[src/rtl/rr_arbiter_8.sv]
// Eight-way round-robin arbiter with a per-grant hold limit.
// One owner at a time; every release returns to IDLE for at least one cycle.
module rr_arbiter_8 #(
   parameter int MAX_HOLD = 16
) (
   input  logic       clk,
   input  logic       rst,
   input  logic [7:0] req,
   input  logic       done,
   output logic [7:0] gnt,
   output logic [2:0] gnt_id,
   output logic       busy,
   output logic       timeout
);

   localparam int NUM_REQ = 8;
   localparam int HW      = $clog2(MAX_HOLD);

   typedef enum logic {IDLE, GRANT} state_t;

   state_t          state_q, state_d;
   logic [2:0]      ptr_q, ptr_d;
   logic [HW-1:0]   hold_q, hold_d;
   logic [7:0]      gnt_q, gnt_d;
   logic [2:0]      id_q, id_d;
   logic            to_q, to_d;

   // Candidate j is the requester j+1 places after the last winner.
   logic [NUM_REQ-1:0][2:0] cand_idx;
   logic [NUM_REQ-1:0]      rot_req;
   logic [2:0]              win_id;

   genvar g;
   generate
      for (g = 0; g < NUM_REQ; g++) begin : g_cand
         assign cand_idx[g] = ptr_q + 3'(g + 1);
         assign rot_req[g]  = req[cand_idx[g]];
      end
   endgenerate

   always_comb begin
      win_id = '0;
      for (int j = NUM_REQ - 1; j >= 0; j--)
         if (rot_req[j]) win_id = cand_idx[j];
   end

   // State register
   always_ff @(posedge clk) begin
      if (rst) begin
         state_q <= IDLE;
         ptr_q   <= 3'd7;
         hold_q  <= '0;
         gnt_q   <= '0;
         id_q    <= '0;
         to_q    <= 1'b0;
      end else begin
         state_q <= state_d;
         ptr_q   <= ptr_d;
         hold_q  <= hold_d;
         gnt_q   <= gnt_d;
         id_q    <= id_d;
         to_q    <= to_d;
      end
   end

   // Next-state logic
   always_comb begin
      state_d = state_q;
      ptr_d   = ptr_q;
      hold_d  = hold_q;
      gnt_d   = gnt_q;
      id_d    = id_q;
      to_d    = 1'b0;
      case (state_q)
         IDLE: begin
            if (|req) begin
               state_d = GRANT;
               id_d    = win_id;
               gnt_d   = 8'd1 << win_id;
               hold_d  = '0;
            end
         end
         GRANT: begin
            // A normal release wins over the hold limit, so no timeout then.
            if (done || !req[id_q] || hold_q == HW'(MAX_HOLD - 1)) begin
               state_d = IDLE;
               ptr_d   = id_q;
               hold_d  = '0;
               gnt_d   = '0;
               id_d    = '0;
               to_d    = !(done || !req[id_q]);
            end else begin
               hold_d = hold_q + 1'b1;
            end
         end
         default: state_d = IDLE;
      endcase
   end

   // Outputs
   always_comb begin
      gnt     = gnt_q;
      gnt_id  = id_q;
      busy    = (state_q == GRANT);
      timeout = to_q;
   end

endmodule

[config.mk]
export PLATFORM = sky130hd
export DESIGN_NAME = rr_arbiter_8
export DESIGN_NICKNAME = d
export VERILOG_FILES = /design/src/rtl/rr_arbiter_8.sv
export SDC_FILE = /design/constraint.sdc
export NUM_CORES = 1
export LEC_CHECK = 0
export BUFFER_PORTS_ARGS = -buffer_cell sky130_fd_sc_hd__buf_2
export CORE_UTILIZATION = 60
export CTS_BUF_LIST = sky130_fd_sc_hd__clkbuf_8
export DETAILED_ROUTE_END_ITERATION = 10
export PLACE_DENSITY_LB_ADDON = 0.15
export SYNTH_ARGS = -nofsm -noshare
export SYNTH_HDL_FRONTEND = slang
export SYNTH_SLANG_ARGS = --single-unit
[constraint.sdc]
create_clock -name clk -period 4.9 [get_ports clk]
set_input_delay 0.49 -clock clk [delete_from_list [all_inputs] [get_ports clk]]
set_output_delay 0.49 -clock clk [all_outputs]
set_load 0.01 [all_outputs]
==> flow_metrics.tcl <==
set metrics [dict create \
    setup_viol 0 \
    rr_worst_depth 9 \
    worstMarginPinSlew_ns 0.899 \
    max_freq_ghz 0.300 \
    yosysWarnings 0 \
    vdd_drop_max_v 0.000271 \
    synth.top_cell.area_share 0.204 \
    grt_pass1_wl_um 8280 \
    fin_crit_sh 0.681 \
    yosysSeqAreaShare 0.204 \
    avgViaCountPerCell 7.27 \
    via_count 1832 \
    htree_levels 1 \
    post_drt_wl_per_cell_um 19.7 \
    postPlaceCellArea_mm2 0.00204 \
    nets 223 \
    clock-root-buffer "clkbuf_8" \
    crit_type "reg -> reg" \
    coreArea_mm2 0.00308 \
    min_path_type "in -> reg" \
    status "finished, final reports clean" \
    r2r_start "ptr_q[1]" \
    r2r-end "gnt[6]" \
    timing.setup.tns_ns 0 \
    place_ws_ns 1.58 \
    cts_resized 0 \
    avgSynthCellArea_um2 10.0 \
    power_density_mw_per_mm2 463 \
    place_congestion 0.951 \
    worstSetupStartpointType "flip-flop" \
    ys_ff_latch 20 \
    rsz0062_at_grt "no" \
    final.setup.worst_slack_ns 1.56 \
    ys.flop_type "dfxtp_1" \
    synth.largest_area_cell "dfxtp_1" \
    remaining_drc_errors 0 \
    finalMaxSlewViolations 0 \
    die_h_um 59.2 \
    cts_buffer_depth 2 \
    drt-total-wl_um 4950 \
    use_met3 0.0349 \
    start_util 0.638 \
    cp.required_ns 5.05 \
    syn_to_final_growth_pct 6.50 \
    finalCriticalPeriod_ns 3.34 \
    drive_above_1_share 0.327 \
    cts_buffers 3 \
    diodes 0 \
    gr-usage-met1 0.408 \
    final_area_mm2 0.00209 \
    dp.final_hpwl_um 3490 \
    skew_ns 0.00360 \
    ant_nets 0 \
    netlist_area_mm2 0.00196 \
    cts_hold_buf 0 \
    busiest_layer "met2" \
    min_path_cells 2 \
    clkTransAtPathRegs_ns 0.07 \
    stdcell_count 252 \
    postCtsSetupBuffers 0 \
    drv_cap 0 \
    synth_edf_count 0 \
    ys_types 60 \
    first_pass_iters 8 \
    critPathArrivalTime_ns 3.49 \
    r2r_slack_ns 1.56 \
    grt_max_degree 23 \
    cts_num_sinks 20 \
    cts_tree "done" \
    slew_headroom 0.400 \
    rows 20 \
    yosysMostFrequentCell "dfxtp_1" \
    fin_util 0.679 \
    die_x_um 59.2 \
    grt_pass1_vias 1748 \
    syn_nets 210 \
    p_leak_nw 0.844 \
    first_iter_violations 235 \
    hold_ws_ns 0.417 \
    dieArea_mm2 0.00350 \
    synthArstFlopShare 0 \
    critPathLaunch "ptr_q[1]" \
    grtUsageTotal 0.311 \
    path_max_fanout 16 \
    met2_usage 0.509 \
    hold_viol 0 \
    power.total_mw 0.967 \
    synth_top_cells_by_count "20 x dfxtp_1, 14 x mux4_2, 14 x nor2_1, 13 x nand2_1" \
    grt_overflow 0 \
    placed_cells 248 \
    synthCells 196 \
    clk_latency_ns 0.26 \
    port_buffers 23 \
    worstSetupEndpoint "gnt[6]" \
    worstSetupEndpointType "flip-flop" \
    ys_top_cells_by_area "dfxtp_1 20%, mux4_2 16%, mux4_1 5.4%" \
    antenna_found_initial 0 \
    io_pins 24 \
]
-- power by group --
| group | internal (mW) | switching, mW | total [mW] | leakage, nW |
|---|---|---|---|---|
| registers | 0.194 | 0.0362 | 0.230 | 0.163 |
| logic | 0.286 | 0.329 | 0.615 | 0.652 |
| clock network | 0.0714 | 0.0513 | 0.123 | 0.0288 |
| total | 0.551 | 0.416 | 0.967 | 0.844 |
-- area by class of cell --
class / instances / area, um^2
Clock buffer: 4 / 55.1
Sequential cell: 20 / 400
Inverter: 6 / 22.5
Fill cell: 238 / 987
Timing Repair Buffer: 26 / 138
Multi-Input combinational cell: 152 / 1420
Tap cell: 44 / 55.1
-- worst min path at each step --
stage                     end       from
floorplan           hold_q[3]  hold_q[3]
global placement       gnt[0]     gnt[0]
detailed placement     gnt[0]     gnt[0]
CTS                   timeout       done
global route          timeout       done
finish                timeout       done
-- per-layer routing --
| metal | vias to the layer above | part of all wire | routed length (um) |
|---|---|---|---|
| li1 | 804 | - | - |
| met1 | 894 | 0.40 | 2000 |
| met2 | 112 | 0.48 | 2380 |
| met3 | 22 | 0.080 | 396 |
| met4 | 0 | 0.036 | 176 |
| met5 | - | 0 | 0 |
-- critical path, cell delays in order, from the launching register on --
cell and delay [ns]:
dfxtp_1 0.35, inv_1 0.06, ha_1 0.72, mux2_2 0.46, mux4_1 0.54, o22ai_1 0.16, o21ai_0 0.16, a211oi_4 0.42
inv_2 0.10, a32o_1 0.26
-- sequential cells by signal (all words and copies together) (netlist names) --
signal,flops
gnt,8
hold_q,4
gnt_id,3
ptr_q,3
busy,1
timeout,1
-- placed cells by master, fill, tap and decap left out, types with 2 or more instances in the layout --
master     n
a211o_1    3
a21oi_1    6
a22oi_1    3
a32o_1     8
and2b_2    2
and3_1     4
buf_2     23
buf_4      3
clkbuf_8   4
dfxtp_1   20
ha_1       3
inv_1      5
mux2_2     7
mux2i_1    8
mux4_1     4
mux4_2    14
nand2_1   13
nand2b_1   4
nand3_1    3
nor2_1    14
nor2b_1    3
nor3_1     4
nor3b_1    2
nor4_1     3
o21a_1     2
o21ai_0    5
o221ai_1   2
o22ai_1    6
or3_1      2
-- cells by family (layout without fill, tap and decap cells) --
logic type / count (synthesis) / in the layout / share of synthesized area
muxes: 35 / 35 / 0.310
DFF: 20 / 20 / 0.204
and+or+nand+nor: 57 / 57 / 0.150
AOI/OAI and AO/OA: 55 / 55 / 0.231
xor gates and xnor gates: 2 / 2 / 0.0128
buffers and inverters: 24 / 36 / 0.0727
adders and majority gates: 3 / 3 / 0.0191
No activity file was read; power rests on OpenSTA's default activity.
